===== src/rtl/coin_acceptor.sv =====
// rtl/coin_acceptor.sv - coin-gate sensor conditioning, width classification and pulse generation
//
// Purpose: synchronises and debounces the coin-gate optical sensor, measures the
// blocked-beam width of each coin and emits one registered pulse per coin.
// Ports:
//   sys_clk    in   system clock, rising edge
//   sysRstN    in   asynchronous active-low reset
//   piSense    in   raw sensor, async, 1 = beam blocked
//   piInhibit  in   1 = valid coins are rejected
//   poHalf     out  one-cycle pulse, 0.5 coin accepted
//   poOne      out  one-cycle pulse, 1.0 coin accepted
//   poReject   out  one-cycle pulse, fire reject flap
//   poJam      out  level, coin jammed in gate
//   poBusy     out  level, state != IDLE
module coin_acceptor #(
  parameter int DEB_CYC  = 4,
  parameter int HALF_MIN = 20,
  parameter int HALF_MAX = 39,
  parameter int ONE_MIN  = 40,
  parameter int ONE_MAX  = 79,
  parameter int JAM_CYC  = 200,
  parameter int CNT_W    = 8
) (
  input  logic sys_clk,
  input  logic sysRstN,
  input  logic piSense,
  input  logic piInhibit,
  output logic poHalf,
  output logic poOne,
  output logic poReject,
  output logic poJam,
  output logic poBusy
);

  localparam int DEB_W = $clog2(DEB_CYC + 1);

  typedef enum logic [1:0] {
    ARM     = 2'd0,
    IDLE    = 2'd1,
    MEASURE = 2'd2,
    JAM     = 2'd3
  } state_e;

  logic             sync1_q, sync2_q;
  logic             sense_f_q, sense_f_d;
  logic [DEB_W-1:0] deb_cnt_q, deb_cnt_d;
  logic [CNT_W-1:0] cnt_q, cnt_d, cnt_inc;
  state_e           state_q, state_d;
  logic             half_q, half_d;
  logic             one_q, one_d;
  logic             rej_q, rej_d;
  logic             jam_q, jam_d;
  logic             busy_q, busy_d;
  logic             is_half, is_one;

  // Debounce: the filtered level follows sense_s only after DEB_CYC consecutive
  // disagreeing cycles; a single agreeing cycle restarts the count.
  always_comb begin
    deb_cnt_d = '0;
    sense_f_d = sense_f_q;
    if (sync2_q != sense_f_q) begin
      if (deb_cnt_q == DEB_W'(DEB_CYC - 1)) begin
        sense_f_d = ~sense_f_q;
      end else begin
        deb_cnt_d = deb_cnt_q + 1'b1;
      end
    end
  end

  assign cnt_inc = cnt_q + 1'b1;
  assign is_half = (cnt_q >= CNT_W'(HALF_MIN)) && (cnt_q <= CNT_W'(HALF_MAX));
  assign is_one  = (cnt_q >= CNT_W'(ONE_MIN))  && (cnt_q <= CNT_W'(ONE_MAX));

  always_comb begin
    state_d = state_q;
    cnt_d   = cnt_q;
    half_d  = 1'b0;
    one_d   = 1'b0;
    rej_d   = 1'b0;
    jam_d   = jam_q;
    case (state_q)
      ARM: begin
        // A coin already in the gate at reset is let through unpaid.
        if (!sense_f_q) state_d = IDLE;
      end
      IDLE: begin
        // IDLE is only entered with sense_f low, so a high level is a rising edge.
        // The count starts at 1 because this cycle is already the first high one.
        if (sense_f_q) begin
          cnt_d   = CNT_W'(1);
          state_d = MEASURE;
        end
      end
      MEASURE: begin
        if (!sense_f_q) begin
          state_d = IDLE;
          if (piInhibit)    rej_d  = 1'b1;
          else if (is_half) half_d = 1'b1;
          else if (is_one)  one_d  = 1'b1;
          else              rej_d  = 1'b1;
        end else begin
          cnt_d = cnt_inc;
          if (cnt_inc == CNT_W'(JAM_CYC)) begin
            state_d = JAM;
            jam_d   = 1'b1;
          end
        end
      end
      JAM: begin
        if (!sense_f_q) begin
          jam_d   = 1'b0;
          rej_d   = 1'b1;
          state_d = IDLE;
        end
      end
      default: state_d = ARM;
    endcase
  end

  assign busy_d = (state_d != IDLE);

  always_ff @(posedge sys_clk or negedge sysRstN) begin
    if (!sysRstN) begin
      sync1_q   <= 1'b1;
      sync2_q   <= 1'b1;
      sense_f_q <= 1'b1;
      deb_cnt_q <= '0;
      cnt_q     <= '0;
      state_q   <= ARM;
      half_q    <= 1'b0;
      one_q     <= 1'b0;
      rej_q     <= 1'b0;
      jam_q     <= 1'b0;
      busy_q    <= 1'b0;
    end else begin
      sync1_q   <= piSense;
      sync2_q   <= sync1_q;
      sense_f_q <= sense_f_d;
      deb_cnt_q <= deb_cnt_d;
      cnt_q     <= cnt_d;
      state_q   <= state_d;
      half_q    <= half_d;
      one_q     <= one_d;
      rej_q     <= rej_d;
      jam_q     <= jam_d;
      busy_q    <= busy_d;
    end
  end

  assign poHalf   = half_q;
  assign poOne    = one_q;
  assign poReject = rej_q;
  assign poJam    = jam_q;
  assign poBusy   = busy_q;

endmodule


===== config.mk =====
export PLATFORM = sky130hd
export DESIGN_NAME = coin_acceptor
export DESIGN_NICKNAME = d
export VERILOG_FILES = /design/src/rtl/coin_acceptor.sv
export SDC_FILE = /design/constraint.sdc
export NUM_CORES = 1
export LEC_CHECK = 0
export CAP_MARGIN = 25
export CORE_UTILIZATION = 60
export DETAILED_ROUTE_END_ITERATION = 10
export PLACE_DENSITY = 0.82
export SYNTH_ARGS = -nofsm -noshare
export SYNTH_HDL_FRONTEND = slang
export SYNTH_SLANG_ARGS = --single-unit

===== constraint.sdc =====
create_clock -name sys_clk -period 2.8 [get_ports sys_clk]
set_input_delay 0.42 -clock sys_clk [delete_from_list [all_inputs] [get_ports sys_clk]]
set_output_delay 0.42 -clock sys_clk [all_outputs]
set_load 0.01 [all_outputs]

# Word level (Yosys, flattened, before mapping)
# Cells that the tools add are included.
# totals
register_bits	21
latch_bits	0
mem_bits_rw	0
rom_bits	0
input_bits	4
out_inout_bits	5
wordCells	67
n_memories	0
# classes
addsub	2
multipliers	0
div_mod_pow	0
order_cmp	4
n_eq_ne	11
n_shift	0
muxes	29
n_bitwise	1
reduce_logical	9
# ops
operator	count
two-way mux 1 bit	17
two-way mux 8 bit	2
one-hot mux 8 bit (2 select lines)	1
adder 8 x 1 -> 8 bit (second input constant)	1
equality test 8 bit (second input constant)	1
>= comparator 8 x 5 -> 1 bit (second input constant)	1
>= comparator 8 x 6 -> 1 bit (second input constant)	1
less-or-equal comparator 8 x 6 -> 1 bit (second input constant)	1
less-or-equal comparator 8 x 7 -> 1 bit (second input constant)	1
two-way mux 2 bit	4
!= test 2 bit (second input constant)	4
two-way mux 3 bit	2
one-hot mux 2 bit (3 select lines)	1
equality test 2 bit (second input constant)	2
one-hot mux 1 bit (2 select lines)	2
AND reduction 4 bit	1
nonzero test 2 bit	2
adder 3 x 1 -> 3 bit (second input constant)	1
equality test 3 x 2 -> 1 bit (second input constant)	1
AND reduction 3 bit	1
equality test 2 x 1 -> 1 bit (second input constant)	1
logical AND 1 bit	2
logical NOT 2 bit	1
!= test 2 x 1 -> 1 bit (second input constant)	1
4 further kinds	4

# Depth between registers and ports, before layout
# depth
ltp_word	7
ltp_mapped	6
depth_no_buf	6

# Worst setup path after synthesis
# OpenSTA, ideal clock, no wires.
# synth_path
path_kind	reg-to-reg
from	reg state_q[0]
to	reg busy_q (netlist: poBusy)
setup_ns	0.133
arrival_time_ns	1.520
required_time_ns	2.667
path_slack_ns	1.148
path_stages_with_launch	7
n_path_buf	0
period_less_slack_ns	1.652
path_cell_list	dfrtp_1 > inv_1 > ha_1 > nor2_1 > or2_2 > a2111oi_2 > nor3_2
# synth_between
elab_chain_cells	4
word_cells_on_any_way	11
classes_between	4 x eq/ne; 5 x mux; 2 x reduce/logical
# synth_rtl
item	line_no	rtl
start: declaration	48	state_e state_q, state_d;
start signal: assignment	141	state_q <= state_d;
equality test 2 bit, or another cell as far along	81	case (state_q)
OR reduction 2 bit (no line) or two-way mux 2 bit (tied branches)	--	
one-hot mux 2 bit (3 select lines) (*)	81	
!= test 2 x 1 -> 1 bit (*)	120	assign busy_d = (state_d != IDLE);
net busy_d	53	logic busy_q, busy_d;
end signal: assignment	146	busy_q <= busy_d;
end: declaration	53	
# Mark *: on every way through the listed nets, which the timed path passes. The rest lies on a longest branch.
# A chain may end at the register's enable or synchronous reset.

# Worst setup path in the final report
# Ends and elaborated chain as after synthesis.

==> impl_metrics.csv <==
group,metric,value,unit
status,status,"finished clean",
route,routed_wl,2090,um
die,num_rows,15,
sta,hold_viol,0,
placement,place_congestion,0.744,
logic_synthesis,synth-edff-count,0,
clock_tree,clock_sinks,21,
die,die-height,46.0,um
logic_synthesis,synth.distinct_cells,40,
clock_tree,htree_levels,1,
layout,diodes,0,
critical_path,end_kind,"register",
critical_path,cp_slowest_cell,"ha_1",
critical_path,path_buf_inv,1,
critical_path,startpoint_type,"register",
logic_synthesis,async_flop_share,1.00,
logic_synthesis,synth.ff_latch_count,21,
route,via_per_inst,5.97,
route,wl_per_cell,14.2,um
power,clockPowerShare,0.144,
power,vdd_ir_drop_max,0.565,mV
hold_path,hp-class,"register to register",
logic_synthesis,yosysMostFrequentCell,"dfrtp_1",
die,core_area,1760,um^2
power,switching_share,0.401,
sta,rsz0062_at_grt,"no",
placement,portBuffers,8,
logic_synthesis,synth_area,1160,um^2
sta,post-route-min-period,2.07,ns
logic_synthesis,seq_area_frac_synth,0.456,
placement,pre_cts_slack,0.760,ns
critical_path,crit_family,"simple AND/OR/NAND/NOR gates",
die,num_io_pins,9,
logic_synthesis,syn_nets,126,
logic_synthesis,syn_avg_cell_area,10.0,um^2
logic_synthesis,yosys_warnings,0,
sta,slew_headroom,0.387,
global_route,grt_remaining_overflow,0,
power,combPwrFrac,0.392,
global_route,grt_pass1_wl,3550,um
clock_tree,cts_setup_buffers,0,
die,die_w,46.0,um
route,dr_total_vias,878,
route,drtAntennaViolNets,0,
power,fin_total_pwr,1.01,mW
global_route,antenna_found_initial,0,
placement,hpwlAfterDp,1480,um
sta,fmax,482,MHz
logic_synthesis,synth_top_flop_cell,"dfrtp_1",
critical_path,slowest_delay,0.47,ns
clock_tree,cts_buffers,3,
clock_tree,path_clk_slew,0.12,ns
critical_path,crit_arrival,2.27,ns
global_route,grt.total_usage,0.245,
route,drc_errors,0,
clock_tree,cts_tree,"yes",
sta,setup_viol,0,
layout,final_net_count,133,
route,first_iter_violations,21,
die,die_area,2120,um^2
critical_path,critical_path_class,"register to register",
logic_synthesis,synth.top_cell.area_share,0.388,
sta,hold_ws,0.367,ns
logic_synthesis,synth_top_area_cell,"dfrtp_1",
sta,finClkSkew,0.00926,ns
sta,fin_setup_tns,0,ns
logic_synthesis,synth.cells.most_frequent,"18 x dfrtp_1, 10 x nor2_1, 8 x o21ai_0",
critical_path,worstPathRequired,3.00,ns
sta,worst_pin_slew,0.916,ns
layout,design_area,1260,um^2
power,power.switching,405,uW
critical_path,cp_max_fo,16,
logic_synthesis,syn_inst,116,
sta,finalWorstSetupSlack,0.726,ns
power,p_int,606,uW
clock_tree,cts.repair.resized,0,
global_route,grt_pass1_vias,813,
placement,post_dp_cell_area,1230,um^2
power,p_seq_frac,0.463,
layout,syn_to_final_growth,8.30,%
clock_tree,cts_hold_buffers,0,
route,first_pass_iters,4,
clock_tree,clock_path_buffers,2,
global_route,grt_max_degree,22,
clock_tree,worstSkewPairLatency,0.31,ns
clock_tree,root_buffer,"clkbuf_4",
sta,period_share,0.741,
power,power.density,804,nW/um^2
critical_path,cp_cell_sequence,"inv_1, ha_1, nor2_1, or2_2, a2111oi_2, nor3_2",
sta,slew_violations,0,
die,start_util,0.658,
logic_synthesis,synthTopCellsByArea,"dfrtp_1 39%, dfstp_2 6.8%, ha_1 6.5%, a22o_1 3.8%, o21ai_0 3.4%",
run,max_cap_violations,0,
power,p_leak,0.552,nW
layout,drive_above_1_share,0.123,
[cell families (layout without fill, tap and decap cells)]
group,after synthesis,after routing,share of synthesized area
adder cells (fa/ha/maj),6,6,0.0647
AO/OA/AOI/OAI,29,29,0.175
multiplexers,4,4,0.0420
buffers and inverters,13,19,0.0593
flip-flops,21,21,0.456
AND/OR/NAND/NOR,42,42,0.196
XOR/XNOR,1,1,0.00754
[placed cells by master (no fill, tap or decap), types with 2 or more instances in the layout]
master	synthesis	final
o21ai_0	8	8
mux2i_1	2	2
nand3_1	5	5
inv_1	6	6
a31oi_1	2	2
nand2_1	7	7
a21oi_1	5	5
clkdlybuf4s50_1	0	8
nor3_1	5	5
nor2_1	10	10
dfstp_2	3	3
dfrtp_1	18	18
ha_1	6	6
a32o_1	2	2
nand2b_1	2	2
nor3b_1	3	3
a22o_1	5	5
and3_1	2	2
clkbuf_4	0	3
[power groups by stage]
stage | registers (mW) | clock network [mW] | logic (mW)
finish | 0.468 | 0.146 | 0.397
global route | 0.478 | 0.168 | 0.445
CTS | 0.465 | 0.151 | 0.399
detailed placement | 0.473 | 0 | 0.398
global placement | 0.467 | 0 | 0.377
floorplan | 0.430 | 0 | 0.338
[final timing paths]
path / startpoint / end / slack (ns) / cells after the start
min reg2reg: sync1_q / sync2_q / 0.37 / 0
max in group asynchronous: sysRstN / cnt_q[0] / 1.62 / 1
max reg2reg: state_q[0] / poBusy / 0.73 / 6
min: sync1_q / sync2_q / 0.37 / 0
max: state_q[0] / poBusy / 0.73 / 6
min in group asynchronous: sysRstN / poOne / 0.61 / 1
[final cells by class]
cell class	instances	area, um^2
multi-input cells	82	563
well taps	25	31.3
clock buffers	3	22.5
fillers	153	507
flip-flops and latches	21	529
inverters	7	26.3
clock inverters	1	5.00
repair buffers	8	80.1
[routing by layer]
layer	part of all wire	track usage	wire length, um	up-vias
met3	0.038	0.0476	80	4
met2	0.48	0.383	1010	20
li1	-	-	-	430
met4	0.014	0.106	29	0
met1	0.46	0.327	969	424
met5	0	0	0	-
[metrics by stage]
| step | utilization | cells |
|---|---|---|
| 3_3_place_gp | 0.697 | 143 |
| 3_5_place_dp | 0.697 | 143 |
| 2_1_floorplan | - | 116 |
| 6_report | 0.713 | 147 |
| 4_1_cts | 0.713 | 147 |
| 5_1_grt | 0.713 | 147 |
[state kept, by name (all words and copies together) (netlist names)]
signal and flops:
poJam 1, sense_f_q 1, poHalf 1, sync2_q 1, poOne 1, cnt_q 8
state_q 2, sync1_q 1, deb_cnt_q 3, poReject 1, poBusy 1
(Power assumes the default switching activity.)
==> patch 1, RTL diff (same settings) <==
The parameter `CNT_W` goes from 8 to 9.
--- a/src/rtl/coin_acceptor.sv
+++ b/src/rtl/coin_acceptor.sv
@@ -20,5 +20,5 @@
   parameter int ONE_MAX  = 79,
   parameter int JAM_CYC  = 200,
-  parameter int CNT_W    = 8
+  parameter int CNT_W    = 9
 ) (
   input  logic sys_clk,
Check against the original RTL: same outputs for any inputs over 10 cycles, from zero or initial values and one cycle with sysRstN low; that may be too few to reach the edited logic, so the function may still have changed.
==> patch 1 against the original RTL <==
  * Setup slack better by 0.034 ns
  * Critical path depth shrank 1
  * Synthesized area up 13%
  * Cell area rose by 13%
  * Sequential cell count increased by 1
  * Total power rose by 2.5%
  * Routed wire length up 20%
  * Die area grew 13%
  * Clock skew down 0.0023 ns
  * Critical path type unchanged
  * Largest power group unchanged
  * Via count rose by 19%
  * First-iteration DRC count grew 95%
==> patch 1: results (changes against the original RTL) <==
- The flow ran to the end, and the final reports show no timing, DRC or antenna violations.
- The multiplexer share of the synthesized area is 0.02379 (-0.01824).
- The via count of the first global-routing pass is 1033 (+27%).
- The number of non-clock buffers is 9 (+1).
- The maximum fanout along the worst path is 9 (-7).
- The detailed-route wire length per cell is 15.15 um (+6.6%).
- The sequential cell count of the final layout is 22 (+4.8%).
- The data arrival at the endpoint of the critical path is 2.22 ns (-0.05 ns).
- The area fraction of clock buffers and clock inverters is 0.01852 (-0.003372).
- The number of cell rows came to 16 (+1).
- The number of fill cells in the layout is 155 (+1.3%).
- In the final layout, the registers with the most flip-flops are cnt_q x9, deb_cnt_q x3, state_q x2.
- The post-detailed-placement half-perimeter wirelength is 1.759 mm (+19%).
- The vias after detailed routing is 1042 (+19%).
- The pin count of the biggest net entering global routing came to 23 (+4.5%).
- The buffer share of cell area is 0.06173 (-0.001953).
- The worst hold slack across all endpoints was 0.3644 ns (-0.002594 ns).
- The net count of the finished layout is 150 (+13%).
- The master of the slowest instance on the critical path is sky130_fd_sc_hd__or4b_4.
- The worst slew margin relative to its limit was 0.5256 (+0.1381).
- The multi-input logic cell count is 96 (+17%).
- The maximum clock skew at final layout is 0.006918 ns (-0.002341 ns).
- The largest voltage drop on the vdd net is 535.7 uV (-5.2%).
- The share of cells above drive strength 1 came to 0.1014 (-0.02150).
- The final weighted congestion in routability-driven placement was 0.8727 (+17%).
- The worst reg-to-reg path cell count was 5 (-1).
- The pre-CTS setup slack is 0.7918 ns (+0.03160 ns).
- The overall fraction of global-route tracks in use is 0.2394 (-0.005174).
- The final standard cell utilization of the core was 0.7088 (-0.004016).
- The count of distinct cell types in the synthesized netlist came to 46 (+15%).
- The startpoint identified for the worst register-to-register timing path is cnt_q[0]$_DFFE_PN0P_.
- The count of routing violations after the opening detailed-route iteration was 41 (+95%).
- The commonest cells after synthesis are 19 x sky130_fd_sc_hd__dfrtp_1, 13 x sky130_fd_sc_hd__nand2_1, 8 x sky130_fd_sc_hd__o21ai_0.
- The delay of the slowest critical-path stage is 0.56 ns (+0.09 ns).
- The static leakage is 0.5800 nW (+5.0%).
- The met2 demand-to-capacity share in global routing came to 0.3935 (+0.01042).
- The met3 capacity usage during global routing is 0.02804 (-0.01958).
- The achievable frequency was 490.4 MHz (+1.7%).
==> patch 1: changes by cell type after synthesis, sizes merged, moves of 3 or more <==
cell / delta
a21oi: -3
clkbuf: +6
nand2: +6
nand4: +4
nor2: -5
nor3: -4
o211ai: +4
o31ai: +3
==> patch 1: worst max-delay path, delay by kind of cell (launching register included) <==
family          cells  cell delay [ns]
simple gates        1             0.56
compound gates      3             0.53
flops               1             0.49
fa+ha+maj           1             0.35
==> patch 1: routing by layer <==
layer / wire length (um) / vias up
li1: - / 517
met1: 1179 / 508
met2: 1245 / 15
met3: 56 / 2
met4: 18 / 0
met5: 0 / -
==> patch 1: where the power goes <==
group          switching [mW]  internal (mW)
logic                   0.224          0.177
registers               0.102          0.389
clock network          0.0889         0.0555
total                   0.415          0.621
==> patch 1: cell families after synthesis <==
family / after synthesis
simple gates: 45
compound gates: 40
flops: 22
buf+inv: 17
fa+ha+maj: 7
mux: 3
xor+xnor: 1
==> patch 2, RTL diff (config.mk and constraints unchanged) <==
Without the edit above. The 4 states of `state_e` get a one-hot encoding in 4 bits.
--- a/src/rtl/coin_acceptor.sv
+++ b/src/rtl/coin_acceptor.sv
@@ -35,9 +35,9 @@
   localparam int DEB_W = $clog2(DEB_CYC + 1);
 
-  typedef enum logic [1:0] {
-    ARM     = 2'd0,
-    IDLE    = 2'd1,
-    MEASURE = 2'd2,
-    JAM     = 2'd3
+  typedef enum logic [3:0] {
+    ARM     = 4'b0001,
+    IDLE    = 4'b0010,
+    MEASURE = 4'b0100,
+    JAM     = 4'b1000
   } state_e;
 
Function: no difference found for any inputs over 10 cycles, from zero or initial values and one cycle with sysRstN low; not proved beyond that.
==> patch 2 against the original RTL <==
  * Fmax grew 9.6%
  * Combinational power shrank 44%
  * Global-route usage grew 0.46 points
  * Sequential share of layout area grew 3.1 points
  * Sequential cell count grew 2
  * Routed wire length grew 6.9%
  * Synthesized area grew 1.5%
  * Via count grew 9.0%
  * Die area grew 1.4%
  * Clock power grew 3%
  * Total power shrank 16%
  * Core utilization grew 0.72 points
  * Cell area grew 2.1%
  * Setup slack gained 0.18 ns
  * Critical endpoint is now cnt_q[5]$_DFFE_PN0P_
  * Largest cell class is now registers
==> patch 2: results (changes against the original RTL) <==
- The count of routing violations after the opening detailed-route iteration is 41 (+95%).
- In the final layout, the registers with the most flip-flops are cnt_q x8, state_q x4, deb_cnt_q x3.
- Ranked by total cell area, the synthesized netlist is headed by sky130_fd_sc_hd__dfrtp_1 40%, sky130_fd_sc_hd__dfstp_2 8.9%, sky130_fd_sc_hd__o21ai_0 5.9%.
- The pin count of the biggest net entering global routing is 24 (+9.1%).
- The placed instance area was 0.001256 mm2 (+2.1%).
- The largest voltage drop on the vdd net is 571.3 uV (+1.2%).
- The pre-CTS setup slack is 0.9580 ns (+0.1979 ns).
- The post-placement cell count is 150 (+4.9%).
- The maximum fanout along the worst path came to 10 (-6).
- The post-synth net total is 131 (+4.0%).
- The detailed-route wire length per cell was 14.50 um (+2.1%).
- The wire length of the first global-routing pass was 3.760 mm (+6.0%).
- The buffer depth of the longest clock path is 2 (unchanged).
- The initial antenna violation count is 0 (unchanged).
- The gate count of the mapped netlist is 124 (+6.9%).
- The overall routed net length is 2.233 mm (+6.9%).
- The summed negative setup slack over all endpoints is 0 ns (unchanged).
- Ranked by instance count, the synthesized netlist is headed by 19 x sky130_fd_sc_hd__dfrtp_1, 14 x sky130_fd_sc_hd__o21ai_0, 10 x sky130_fd_sc_hd__nand2_1.
- The CTS H-tree depth is 1 (unchanged).
- For this run, the leading register cell type out of synthesis is sky130_fd_sc_hd__dfrtp_1.
- The routed length on met1 is 1.036 mm (+6.9%).
- The number of setup buffers added after CTS is 0 (unchanged).
- The flow ran to the end, and the final reports show no timing, DRC or antenna violations.
- The highest routing layer actually used is met4.
- The clock root buffer is sky130_fd_sc_hd__clkbuf_4.
- The data arrival at the endpoint of the critical path is 2.12 ns (-0.15 ns).
- The clock-pin slew on the worst setup and hold paths is 0.13 ns.
- The final weighted congestion in routability-driven placement came to 0.8917 (+20%).
- The sum of met2 wire segment lengths after detailed routing came to 1.009 mm (about the same).
- The met3 routed wirelength is 173 um (+120%).
- The static leakage is 0.5300 nW (-4.0%).
- The number of antenna repair diodes came to 0 (unchanged).
- The worst slew margin relative to its limit came to 0.7349 (+0.3474).
- The clock latency on the worst-skew pair is 0.30 ns.
- The number of iterations in the first detailed-routing pass is 5 (+1).
- The delay of the slowest critical-path stage is 0.67 ns (+0.20 ns).
- The net count of the finished layout is 137 (+3.0%).
- The post-detailed-placement half-perimeter wirelength came to 1.618 mm (+9.1%).
- The share of cells above drive strength 1 is 0.1008 (-0.02218).
- The via count of the first global-routing pass is 855 (+5.2%).
- The count of distinct cell types in the synthesized netlist is 35 (-13%).
- The fraction of the yosys area taken by sequential cells came to 0.4926 (+0.03675).
- For this design, the slowest cell found on the critical path is sky130_fd_sc_hd__or4b_1.
- The TritonCTS buffer count is 3 (unchanged).
- The vias after detailed routing is 957 (+9.0%).
- The count of cells resized by post-cts repair is 0 (unchanged).
- The maximum clock skew at final layout is 0.003872 ns (-0.005387 ns).
- The overall fraction of global-route tracks in use is 0.2492 (+0.004567).
==> patch 2: where the power goes <==
group	internal, mW	leakage [nW]	switching (mW)	total, mW
Combinational	0.104	0.215	0.118	0.222
Sequential	0.401	0.297	0.0796	0.480
Clock	0.0533	0.0177	0.0981	0.151
==> patch 2: layout make-up <==
| type | instances | area, um2 |
|---|---|---|
| clock buffer | 3 | 22.52 |
| clock inverter | 1 | 5.005 |
| fill | 144 | 499.2 |
| inverter | 7 | 26.28 |
| multi-input combinational | 86 | 530.5 |
| sequential | 23 | 580.6 |
| tap | 25 | 31.28 |
| timing repair buffer | 9 | 87.58 |
==> patch 2: final timing paths <==
check	start	to	slack [ns]	depth (start not counted)
min in group asynchronous	sysRstN	state_q[1]$_DFF_PN0_	0.44	2
worst max register to register	state_q[1]$_DFF_PN0_	cnt_q[5]$_DFFE_PN0P_	0.91	4
worst min-delay path	sync1_q$_DFF_PN1_	sync2_q$_DFF_PN1_	0.37	0
max in group asynchronous	sysRstN	sense_f_q$_DFFE_PN1P_	2.08	2
worst min register to register	sync1_q$_DFF_PN1_	sync2_q$_DFF_PN1_	0.37	0
worst max-delay path	state_q[1]$_DFF_PN0_	cnt_q[5]$_DFFE_PN0P_	0.91	4
==> patch 2: routing by layer <==
metal	vias to the layer above	global-route usage
met4	0	0.08235
met3	2	0.04706
li1	450	-
met1	456	0.3813
met2	49	0.3500
met5	-	0
==> patch 2: cell families (layout without fill, tap and decap cells) <==
family | after synthesis | in the layout | share of synthesized area
XOR/XNOR | 4 | 4 | 0.02973
AO/OA/AOI/OAI | 34 | 34 | 0.1783
adder cells (fa/ha/maj) | 3 | 3 | 0.03185
flip-flops | 23 | 23 | 0.4926
AND/OR/NAND/NOR | 45 | 45 | 0.2102
buffers and inverters | 15 | 20 | 0.05732
==> patch 2: worst max-delay path, delay by kind of cell (launching register included) <==
family          cells  cell delay, ns
flops               1            0.52
compound gates      2            0.28
simple gates        2            1.01
